--- config.mk ---
export PLATFORM = sky130hd
export DESIGN_NAME = mux_nx1_pipe
export DESIGN_NICKNAME = d
export VERILOG_FILES = /design/src/rtl/mux_nx1_pipe.sv
export SDC_FILE = /design/constraint.sdc
export NUM_CORES = 1
export LEC_CHECK = 0
export CORE_MARGIN = 10
export CORE_UTILIZATION = 52
export CTS_BUF_LIST = sky130_fd_sc_hd__clkbuf_16
export CTS_CLUSTER_DIAMETER = 120
export DETAILED_ROUTE_END_ITERATION = 8
export DONT_BUFFER_PORTS = 1
export GPL_ROUTABILITY_DRIVEN = 0
export PLACE_DENSITY = 0.79
export SETUP_SLACK_MARGIN = 0.4
export SLEW_MARGIN = 0
export SYNTH_ARGS = -nofsm -noshare
export SYNTH_HDL_FRONTEND = slang
export SYNTH_SLANG_ARGS = --single-unit
--- constraint.sdc ---
create_clock -name clk -period 1.5 [get_ports clk]
set_input_delay 0.3 -clock clk [delete_from_list [all_inputs] [get_ports clk]]
set_output_delay 0.3 -clock clk [all_outputs]
set_load 0.02 [all_outputs]
--- src/rtl/mux_nx1_pipe.sv ---
// N-input operand-select mux with a registered valid/ready output stage.
// A main register drives the outputs; one skid register absorbs the entry accepted while in_ready is still high.
module mux_nx1_pipe #(
  parameter int WIDTH = 64,
  parameter int N_IN  = 4,
  localparam int SEL_W = (N_IN > 1) ? $clog2(N_IN) : 1
) (
  input  logic                    clk,
  input  logic                    rst,
  input  logic [N_IN*WIDTH-1:0]   in_data,
  input  logic [SEL_W-1:0]        in_sel,
  input  logic                    in_valid,
  output logic                    in_ready,
  input  logic                    flush,
  output logic [WIDTH-1:0]        out_data,
  output logic                    out_err,
  output logic                    out_valid,
  input  logic                    out_ready,
  output logic [1:0]              occupancy
);

  // Handshake: push = in_valid & in_ready, pop = out_valid & out_ready, both taken at the rising edge.
  typedef enum logic [1:0] {
    EMPTY = 2'd0,
    ONE   = 2'd1,
    TWO   = 2'd2
  } state_t;

  state_t             state_q, state_d;
  logic               ready_q, ready_d;
  logic [WIDTH-1:0]   main_data_q, main_data_d;
  logic               main_err_q, main_err_d;
  logic [WIDTH-1:0]   skid_data_q, skid_data_d;
  logic               skid_err_q, skid_err_d;

  logic [WIDTH-1:0]   sel_data;
  logic               sel_err;
  logic               push;
  logic               pop;

  // An out-of-range select matches no input, leaving data at zero and err set.
  always_comb begin
    sel_data = '0;
    sel_err  = 1'b1;
    for (int k = 0; k < N_IN; k++) begin
      if (in_sel == SEL_W'(k)) begin
        sel_data = in_data[k*WIDTH +: WIDTH];
        sel_err  = 1'b0;
      end
    end
  end

  assign out_valid = (state_q != EMPTY);
  assign push      = in_valid & ready_q;
  assign pop       = out_valid & out_ready;

  always_comb begin
    state_d     = state_q;
    main_data_d = main_data_q;
    main_err_d  = main_err_q;
    skid_data_d = skid_data_q;
    skid_err_d  = skid_err_q;
    unique case (state_q)
      EMPTY: begin
        if (push) begin
          main_data_d = sel_data;
          main_err_d  = sel_err;
          state_d     = ONE;
        end
      end
      ONE: begin
        if (push && pop) begin
          main_data_d = sel_data;
          main_err_d  = sel_err;
        end else if (push) begin
          skid_data_d = sel_data;
          skid_err_d  = sel_err;
          state_d     = TWO;
        end else if (pop) begin
          state_d = EMPTY;
        end
      end
      TWO: begin
        if (pop) begin
          main_data_d = skid_data_q;
          main_err_d  = skid_err_q;
          state_d     = ONE;
        end
      end
      default: state_d = EMPTY;
    endcase
    // Flush drops valid state only; data registers keep their stale contents.
    if (flush) begin
      state_d     = EMPTY;
      main_data_d = main_data_q;
      main_err_d  = main_err_q;
      skid_data_d = skid_data_q;
      skid_err_d  = skid_err_q;
    end
    ready_d = (state_d != TWO);
  end

  always_ff @(posedge clk) begin
    if (rst) begin
      state_q     <= EMPTY;
      ready_q     <= 1'b1;
      main_data_q <= '0;
      main_err_q  <= 1'b0;
      skid_data_q <= '0;
      skid_err_q  <= 1'b0;
    end else begin
      state_q     <= state_d;
      ready_q     <= ready_d;
      main_data_q <= main_data_d;
      main_err_q  <= main_err_d;
      skid_data_q <= skid_data_d;
      skid_err_q  <= skid_err_d;
    end
  end

  assign in_ready  = ready_q;
  assign out_data  = main_data_q;
  assign out_err   = main_err_q;
  assign occupancy = state_q;

endmodule

Yosys cells after proc, flatten, opt, wreduce, memory -nomap -nowiden
Index checks and enable logic that the tools add are counted.
Word-level totals
  memories: 0
  bits in read-only memories: 0
  bits in latches: 0
  flip-flop bits (word level): 133
  bits in writable memories: 0
  output and inout bits: 69
Cells by class
  div/mod/pow operators: 0
  reductions and logical operators: 7
  equal/unequal tests: 9
  mux-type cells: 23
  $lt $le $gt $ge: 0
  add/subtract/negate cells: 0
  bitwise logic cells: 4
  shift-type cells: 0
  $mul: 0
Operators by type and width (number)
  $mux W64: 7
  $pmux W64 S3: 1
  $mux W2: 6
  $ne A2 B2 Y1 const B: 4
  $mux W1: 7
  $eq A2 B2 Y1 const B: 3
  $pmux W2 S3: 1
  $reduce_and A5 Y1: 1
  $eq A2 B1 Y1 const B: 2
  $logic_not A2 Y1: 2
  $reduce_and A4 Y1: 1
  $pmux W1 S3: 1
  $reduce_bool A3 Y1: 1
  $and A1 B1 Y1: 2
  $not A1 Y1: 2
  $reduce_bool A2 Y1: 1
  $logic_and A1 B1 Y1: 1

Longest topological paths before layout
Gate-level depths: netlist (run 1).
  depth in word-level cells: 8
  gate-level depth with buffers: 6
  mapped depth without buffers: 4

Least setup slack after synthesis (run 1)
Ideal clock, no wire load.
  kind: reg-to-reg
  from: register state_q[0], in the netlist occupancy[0]
  to: register skid_data_q[3]
  arrival: 1506 ps
  stages on the path, launching flop included: 7
  path slack: -138 ps
  library setup time: 132 ps
  cells stage by stage: dfxtp_1 > nand2b_1 > or4_1 > buf_6 > buf_6 > nand2_1 > a21oi_1
Between the ends
  cells in the longest elaborated chain, start to end: 5
RTL lines
  start: declaration: line 29  | state_t state_q, state_d;
  start signal: assignment: line 112  | state_q <= state_d;
  $reduce_bool A2 Y1: line 53  | assign out_valid = (state_q != EMPTY);
  $and A1 B1 Y1: line 55  | assign pop = out_valid & out_ready;
  $logic_and A1 B1 Y1: line 72  | if (push && pop) begin
  $not A1 Y1 (no source line)
  $reduce_and A4 Y1 (no source line) (*)
  end signal: assignment: line 116  | skid_data_q <= skid_data_d;
  end: declaration: line 33  | logic [WIDTH-1:0] skid_data_q, skid_data_d;
Every way passes the cells marked *; elsewhere a longest branch is shown, timed or not.
A chain may end at the register's enable or synchronous reset.

Worst setup path after layout (run 1)
  from: register state_q[1], in the netlist occupancy[1]
  to: register skid_data_q[62]
Same word-level chain as after synthesis.

==> results of run 1 <==
[worst reg2reg max path: stages, from the launching register on]
cell and delay, ps:
dfxtp_4 360, and4bb_4 400, and2_4 230, buf_6 140, buf_12 150, nand2_1 110
a21oi_2 150
[power breakdown]
part           leakage (nW)  total [mW]  switching [mW]  internal (mW)
Sequential             1.13        3.99           0.325           3.67
Clock                 0.301        4.48            1.56           2.92
Combinational          1.71        1.31           0.614          0.701
Total                  3.14        9.79            2.50           7.29
[sequential cells by signal, summed over array words and instances, names as in the netlist]
| name | cells |
|---|---|
| out_data | 64 |
| occupancy | 2 |
| in_ready | 1 |
| skid_data_q | 64 |
| out_err | 1 |
| skid_err_q | 1 |
[area by class of cell]
class / count / share of cell area (%)
timing repair buffer: 40 / 8.00
antenna: 2 / 0.0538
sequential: 133 / 31.3
clock buffer: 17 / 4.57
clock inverter: 15 / 2.27
tap: 176 / 2.37
multi-input combinational: 538 / 51.4
[how the worst min path moves through the flow]
| stage | slack (ps) | endpoint | startpoint |
|---|---|---|---|
| floorplan | 370 | occupancy[0] | flush |
| CTS | -60 | out_data[48] | rst |
| detailed placement | 380 | occupancy[0] | flush |
| global placement | 370 | occupancy[0] | flush |
| global route | -80 | out_data[46] | rst |
| finish | -60 | out_data[46] | rst |
[metrics by stage]
| step | hold WS, ps | std cells | power (mW) |
|---|---|---|---|
| 6_report | -63.4 | 921 | 9.79 |
| 5_1_grt | -80.6 | 921 | 10.1 |
| 4_1_cts | -62.6 | 899 | 9.60 |
| 3_5_place_dp | 378 | 862 | 5.11 |
| 3_3_place_gp | 370 | 862 | 5.06 |
| 2_1_floorplan | 367 | 741 | 5.10 |
[placed cells by master (no fill, tap or decap), types with 12 or more instances in the layout]
master,count
nor2_2,29
nor2_1,14
nand2_2,16
nand2_4,17
mux4_2,64
nand2_1,162
dfxtp_4,67
a21oi_1,54
dfxtp_1,65
buf_12,12
nor2_4,23
a211oi_2,60
clkbuf_16,26
a21oi_2,73
[layer usage]
layer / GRT usage (%) / vias up / wire [um]
met3: 10.5 / 63 / 2870
met4: 8.64 / 2 / 671
met1: 26.4 / 3085 / 9420
met2: 42.4 / 401 / 13600
li1: - / 2638 / -
met5: 0 / - / 14
[timing repair]
action	4_1_cts	5_1_grt
gates resized for setup	189	101
setup buffers	2	7
cloned	2	13
endpoints found under the setup margin	202	202
endpoints found under the hold margin	132	132
pin swaps	1	49
[cell families after synthesis]
logic type             after synthesis  synth area share (%)
buffers and inverters               71                  6.20
flip-flops                         133                  37.8
multiplexers                        65                  20.6
AND/OR/NAND/NOR                    275                  15.3
AO/OA/AOI/OAI                      197                  20.0
==> results.py, run 1 <==
metrics = {
    "sta": {
        "max_freq_mhz": 626,
        "whs_ps": -63.4,
        "worst_slew_pin_slew_ps": 286,
        "min_period_ps": 1600,
        "hold_viol": 12,
        "tns_ps": -3140,
        "period_share_pct": 107,
        "slew_headroom_pct": 80.9,
        "rsz0062_at_grt": "true",
        "drv_slew": 0,
        "setup_viol": 107,
        "setup_slack_ps": -98.6,
        "fin_skew_ps": 8.34,
    },
    "route": {
        "wl_per_cell_um": 28.9,
        "vias": 6189,
        "drc": 0,
        "first_iter_violations": 510,
        "vias_per_cell": 6.72,
        "firstDrtPassIters": 5,
        "drt-total-wl_mm": 26.6,
        "antenna_left": 0,
    },
    "cts": {
        "cts_buffers": 17,
        "ctsLongestPathBuffers": 2,
        "cts_root_buf": "clkbuf_16",
        "cts_hold_buf": 1,
        "cts.sinks": 133,
        "cts_tree": "built",
        "cts.reportedPaths.clkPinSlew_ps": 60,
        "clkLatencyLatePin_ps": 420,
        "htreeDepth": 4,
    },
    "worst_setup_path": {
        "crit_type": "flop to flop",
        "worstPathArrival_ps": 1950,
        "startpoint": "occupancy[1]",
        "crit_path_top_delay_cell": "and4bb_4",
        "slowest_delay_ps": 400,
        "timing.critical_path.buf_inv": 2,
        "cp_top_family": "simple AND/OR/NAND/NOR gates",
        "cp.required_ps": 1850,
        "critPathLaunchType": "flop",
        "crit_path_end_kind": "flop",
        "crit_cells": 6,
        "r2r_end": "skid_data_q[62]",
        "rr_worst_depth": 6,
        "rrSetupSlack_ps": -100,
        "r2r-start": "occupancy[1]",
        "worstPathCellList": "and4bb_4 -> and2_4 -> buf_6 -> buf_12 -> nand2_1 -> a21oi_2",
        "cp-endpoint": "skid_data_q[62]",
        "critPathMaxFanout": 8,
    },
    "status": {
        "violations": "hold timing, setup timing",
        "outcome": "finished with violations",
    },
    "placed_design": {
        "dpl_worst_slack_ps": -63.3,
        "port_buffers": 0,
        "place_area_um2": 7370,
        "post-dp-hpwl_mm": 16.5,
    },
    "global_routing": {
        "grt-ovfl-total": 0,
        "grt_pass1_wl_mm": 35.4,
        "antenna_found_initial": 3,
        "grt_usage_pct": 24.6,
        "grt_pass1_vias": 6085,
        "grt_max_degree": 134,
    },
    "synthesis": {
        "syn_inst": 741,
        "synthesis.nets": 1004,
        "ys_seq_area_share_pct": 37.8,
        "synth_seq_cells": 133,
        "async_flop_share_pct": 0,
        "synthTopCellsByArea": "dfxtp_1 38%, mux4_2 20%, nand2_1 10%",
        "synth-edff-count": 0,
        "synth.distinct_cells": 27,
        "synth_flop_cell": "dfxtp_1",
        "synth_area_per_cell_um2": 9.50,
        "synth_top_area_share_pct": 37.8,
        "yosys_warnings": 0,
        "synth_top_cell_by_area": "dfxtp_1",
        "synthMostInstantiatedCell": "nand2_1",
        "synth_area_um2": 7040,
        "netlist_top_cells_count": "195 x nand2_1, 133 x dfxtp_1, 129 x a21oi_1",
    },
    "cells_and_area": {
        "stdcell_area_um2": 9310,
        "drive_gt1_share_pct": 58.7,
        "area_delta_synth_final_pct": 32.2,
        "nets": 993,
        "regArea_um2": 2920,
        "filler_cell_count": 884,
        "multi_input_area_um2": 4780,
        "final_util_pct": 70.3,
    },
    "power": {
        "p_leak_nw": 3.14,
        "vdd_drop_max_mv": 0.679,
        "power_density_nw_per_um2": 1050,
    },
    "die": {
        "die_h_um": 136,
        "fp-row-count": 42,
        "die-width_um": 136,
        "die-area_um2": 18600,
        "initial_core_util_pct": 53.1,
        "ios": 332,
        "core-area_um2": 13200,
    },
    "flow_run": {
        "drv_cap": 0,
    },
    "hold_path": {
        "worstHoldPathType": "input pin to flop",
        "hold_depth": 1,
    },
}
Note: power is estimated with default switching activity, not from simulation.
==> inputs of run 2 (changes only) <==
Settings changed: PLACE_DENSITY 0.79 to 0.7.
==> results.py, run 2 (same netlist as run 1, synthesis figures left out) <==
metrics = {
    "worst_setup_path": {
        "r2r-start": "occupancy[1]",
        "r2r_end": "skid_data_q[13]",
        "critPathLaunchType": "flop",
        "rrSetupSlack_ps": -50,
        "crit_path_end_kind": "flop",
        "worstPathArrival_ps": 1840,
        "rr_worst_depth": 5,
        "cp.required_ps": 1790,
        "crit_type": "flop to flop",
        "critPathMaxFanout": 33,
    },
    "cts": {
        "ctsLongestPathBuffers": 2,
        "clkLatencyLatePin_ps": 410,
        "cts.sinks": 133,
        "htreeDepth": 4,
        "cts_tree": "built",
        "cts.reportedPaths.clkPinSlew_ps": 60,
        "cts_hold_buf": 1,
        "cts_buffers": 17,
        "cts_root_buf": "clkbuf_16",
    },
    "sta": {
        "setup_slack_ps": -54.9,
        "max_freq_mhz": 643,
        "min_period_ps": 1550,
        "slew_headroom_pct": 79.2,
        "hold_viol": 25,
        "worst_slew_pin_slew_ps": 311,
        "tns_ps": -1470,
        "setup_viol": 70,
        "whs_ps": -37.8,
        "drv_slew": 0,
        "fin_skew_ps": 9.34,
        "rsz0062_at_grt": "true",
        "period_share_pct": 104,
    },
    "hold_path": {
        "hold_depth": 1,
        "min_to": "out_data[44]",
        "min_from": "rst",
        "worstHoldPathType": "input pin to flop",
    },
    "cells_and_area": {
        "filler_cell_count": 1028,
        "final_cell_mix": "195 x nand2_1, 100 x a21oi_1, 67 x dfxtp_1, 64 x mux4_2, 62 x dfxtp_4",
        "multi_input_area_um2": 4440,
        "drive_gt1_share_pct": 47.1,
        "area_delta_synth_final_pct": 22.8,
        "mostFrequentLayoutCell": "nand2_1",
        "nets": 980,
        "final_util_pct": 65.2,
        "regArea_um2": 2900,
    },
    "route": {
        "wl_per_cell_um": 25.5,
        "drt-total-wl_mm": 23.2,
        "vias_per_cell": 6.32,
        "first_iter_violations": 396,
        "drc": 0,
        "vias": 5753,
        "firstDrtPassIters": 6,
        "antenna_left": 0,
    },
    "power": {
        "p_comb_share_pct": 12.7,
        "clock_power_share_pct": 44.4,
        "power_density_nw_per_um2": 1080,
        "switching_share_pct": 25.7,
        "p_int_mw": 6.91,
        "p_seq_share_pct": 42.9,
        "p_sw_mw": 2.39,
        "p_leak_nw": 2.93,
        "vdd_drop_max_mv": 0.650,
    },
    "global_routing": {
        "grt_pass1_vias": 5900,
        "grt_max_degree": 134,
        "grt-ovfl-total": 0,
        "grt_usage_pct": 23.7,
        "grt_pass1_wl_mm": 34.4,
        "antenna_found_initial": 4,
    },
    "die": {
        "die_h_um": 136,
        "initial_core_util_pct": 53.1,
        "core-area_um2": 13200,
        "die-width_um": 136,
        "ios": 332,
        "die-area_um2": 18600,
        "fp-row-count": 42,
    },
    "placed_design": {
        "port_buffers": 0,
        "post-dp-hpwl_mm": 15.8,
    },
    "status": {
        "violations": "hold timing, setup timing",
        "outcome": "finished with violations",
    },
    "flow_run": {
        "drv_cap": 0,
    },
}
==> run 2: worst max path at each step <==
stage	from	end	slack [ps]	cells after the start
floorplan	occupancy[0]	skid_data_q[57]	60	6
global placement	occupancy[1]	out_data[18]	-4	5
detailed placement	occupancy[1]	out_data[18]	-60	5
CTS	occupancy[1]	out_valid	-40	2
global route	occupancy[1]	out_data[44]	-100	6
finish	occupancy[1]	skid_data_q[13]	-50	5
==> run 2: through the flow <==
step	worst slack (ps)	cell area (um2)	cells	hold slack [ps]	power (mW)
floorplan	55.6	7460	741	367	5.10
global placement	-4.12	7420	865	371	5.09
detailed placement	-56.8	7420	865	374	5.12
CTS	-40.9	8280	904	-57.0	9.36
global route	-104	8630	908	-69.2	9.66
finish	-54.9	8640	910	-37.8	9.30
==> run 2: power groups by stage <==
| stage | Sequential [mW] | Combinational (mW) | Clock, mW |
|---|---|---|---|
| 6_report | 3.99 | 1.18 | 4.12 |
| 2_1_floorplan | 4.01 | 1.09 | 0 |
| 4_1_cts | 4.01 | 1.14 | 4.21 |
| 3_5_place_dp | 4.07 | 1.05 | 0 |
| 5_1_grt | 4.01 | 1.28 | 4.37 |
| 3_3_place_gp | 4.06 | 1.02 | 0 |
==> run 2: final cells by class <==
| cell class | count | area share (%) |
|---|---|---|
| Clock buffer | 17 | 4.92 |
| Clock inverter | 15 | 1.91 |
| Antenna cell | 4 | 0.116 |
| Sequential cell | 133 | 33.6 |
| Timing Repair Buffer | 28 | 5.53 |
| Tap cell | 176 | 2.55 |
| Multi-Input combinational cell | 537 | 51.4 |
==> run 2: timing repair <==
item,in CTS,in global routing
resized for setup,52,127
pin swaps,11,11
buffers inserted,4,0
endpoints found under the setup margin,202,202
endpoints found under the hold margin,132,132
gates cloned,2,2
==> run 2: routing by layer <==
layer	vias to the layer above	global-route usage, %	part of all wire, %
met4	0	7.69	1.6
li1	2611	-	-
met3	29	11.7	12
met5	-	0	0
met1	2812	27.4	37
met2	301	37.6	49
==> run 2: critical path, cell delays in order, from the launching register on <==
cell and delay (ps):
dfxtp_4 350, buf_4 130, or4_4 570, buf_12 200, nand2_1 90, a21oi_1 70
==> inputs of run 3 (changes only) <==
Settings changed: CORE_MARGIN 10 to unset, CORE_UTILIZATION 52 to 42, PLACE_DENSITY 0.7 to 0.66.
==> results.py, run 3 (same netlist as run 1, synthesis figures left out) <==
metrics = {
    "status": {
        "outcome": "finished with violations",
        "violations": "hold timing, setup timing",
    },
    "die": {
        "die-area_um2": 17300,
        "initial_core_util_pct": 43.7,
        "die_h_um": 131,
        "core-area_um2": 16100,
        "ios": 332,
        "die-width_um": 131,
        "fp-row-count": 46,
    },
    "cts": {
        "clkLatencyLatePin_ps": 420,
        "ctsLongestPathBuffers": 2,
        "htreeDepth": 4,
        "cts.sinks": 133,
        "cts_tree": "built",
        "cts.reportedPaths.clkPinSlew_ps": 60,
        "cts_root_buf": "clkbuf_16",
        "cts_buffers": 17,
    },
    "worst_setup_path": {
        "crit_type": "flop to flop",
        "worstPathArrival_ps": 1860,
        "crit_path_top_delay_cell": "or4_4",
        "slowest_delay_ps": 620,
        "r2r-start": "occupancy[0]",
        "cp_top_family": "simple AND/OR/NAND/NOR gates",
        "cp.required_ps": 1800,
        "timing.critical_path.buf_inv": 1,
        "rrSetupSlack_ps": -70,
        "rr_worst_depth": 5,
        "worstPathCellList": "nand2b_4 -> or4_4 -> clkbuf_16 -> nand2_4 -> a21oi_2",
        "crit_path_end_kind": "flop",
        "critPathLaunchType": "flop",
        "critPathMaxFanout": 8,
        "r2r_end": "skid_data_q[47]",
    },
    "cells_and_area": {
        "mostFrequentLayoutCell": "nand2_1",
        "drive_gt1_share_pct": 58.6,
        "area_delta_synth_final_pct": 35.3,
        "final_cell_mix": "163 x nand2_1, 66 x dfxtp_4, 65 x dfxtp_1, 64 x mux4_2, 61 x a21oi_2",
        "nets": 1005,
        "final_util_pct": 59.1,
        "stdcell_area_um2": 9520,
    },
    "power": {
        "p_leak_nw": 3.22,
        "power_density_nw_per_um2": 965,
        "power_mw": 9.19,
        "vdd_drop_max_mv": 0.778,
    },
    "route": {
        "drt-total-wl_mm": 23.2,
        "vias_per_cell": 6.22,
        "wl_per_cell_um": 23.9,
        "vias": 6050,
        "firstDrtPassIters": 5,
        "drc": 0,
        "antenna_left": 0,
        "first_iter_violations": 346,
    },
    "hold_path": {
        "hold_depth": 1,
        "min_to": "out_data[39]",
        "min_from": "rst",
        "worstHoldPathType": "input pin to flop",
    },
    "sta": {
        "hold_viol": 30,
        "fin_skew_ps": 10.9,
        "max_freq_mhz": 638,
        "slew_headroom_pct": 79.1,
        "tns_ps": -2550,
        "period_share_pct": 105,
        "min_period_ps": 1570,
        "drv_slew": 0,
        "rsz0062_at_grt": "true",
        "whs_ps": -40.6,
        "setup_viol": 89,
        "worst_slew_pin_slew_ps": 313,
        "setup_slack_ps": -68.2,
    },
    "global_routing": {
        "antenna_found_initial": 2,
        "grt_max_degree": 134,
        "grt_usage_pct": 23.1,
        "grt_pass1_vias": 5944,
        "grt-ovfl-total": 0,
        "grt_pass1_wl_mm": 31.4,
    },
    "placed_design": {
        "port_buffers": 0,
        "post-dp-hpwl_mm": 12.9,
        "place_area_um2": 7440,
    },
    "flow_run": {
        "drv_cap": 0,
    },
}
-- run 3: cell count changes in the layout (fill, tap and decap cells not counted), sizes merged --
| cell | previous run | this run |
|---|---|---|
| diode | 4 | 2 |
| bufinv | 3 | 2 |
| clkbuf | 19 | 30 |
| clkinvlp | 5 | 0 |
| clkinv | 4 | 7 |
| inv | 3 | 5 |
| buf | 25 | 39 |
-- run 3: how the worst max path moves through the flow --
| stage | cells past startpoint | endpoint | from | slack, ps |
|---|---|---|---|---|
| 6_report | 5 | skid_data_q[47] | occupancy[0] | -70 |
| 5_1_grt | 6 | out_data[9] | occupancy[1] | -110 |
| 4_1_cts | 5 | skid_data_q[57] | occupancy[0] | -30 |
| 3_5_place_dp | 5 | out_data[14] | occupancy[0] | -50 |
| 3_3_place_gp | 5 | out_data[47] | occupancy[1] | 50 |
| 2_1_floorplan | 6 | skid_data_q[57] | occupancy[0] | 60 |
-- run 3: per-stage QoR --
step / std cells / setup WS, ps
floorplan: 741 / 55.6
global placement: 905 / 47.6
detailed placement: 905 / -46.0
CTS: 939 / -33.1
global route: 972 / -106
finish: 972 / -68.2
-- run 3: area by class of cell --
cell class | instances | area [um2]
diodes | 2 | 5.00
clock buffers | 17 | 425
clock inverters | 14 | 108
fillers | 1304 | 6600
multi-input cells | 537 | 4870
flip-flops and latches | 133 | 2910
well taps | 216 | 270
repair buffers | 53 | 932
-- run 3: repair_timing --
action / CTS / global route
cloned: 2 / 18
setup buffers: 1 / 12
pin swaps: 16 / 63
resized for setup: 163 / 146
setup endpoints to repair: 202 / 202
hold endpoints to repair: 132 / 130
-- run 3: layer usage --
layer	part of all wire, %	GRT usage (%)	vias up	wire length [um]
met3	8.1	6.06	53	1880
met1	39	26.1	2991	9040
met2	50	40.2	346	11600
li1	-	-	2660	-
met5	0	0	-	0
met4	2.8	11.1	0	655
-- run 3: power breakdown --
group | total, mW | switching (mW) | internal (mW)
clock network | 3.84 | 1.47 | 2.36
registers | 3.99 | 0.315 | 3.67
logic | 1.37 | 0.613 | 0.754
total | 9.19 | 2.40 | 6.79
-- run 3: worst reg2reg max path, delay by kind of cell (launching register included) --
kind                   cells  cell delay (ps)
AO/OA/AOI/OAI              1               50
buffers and inverters      1              260
flip-flops                 1              380
AND/OR/NAND/NOR            3              760
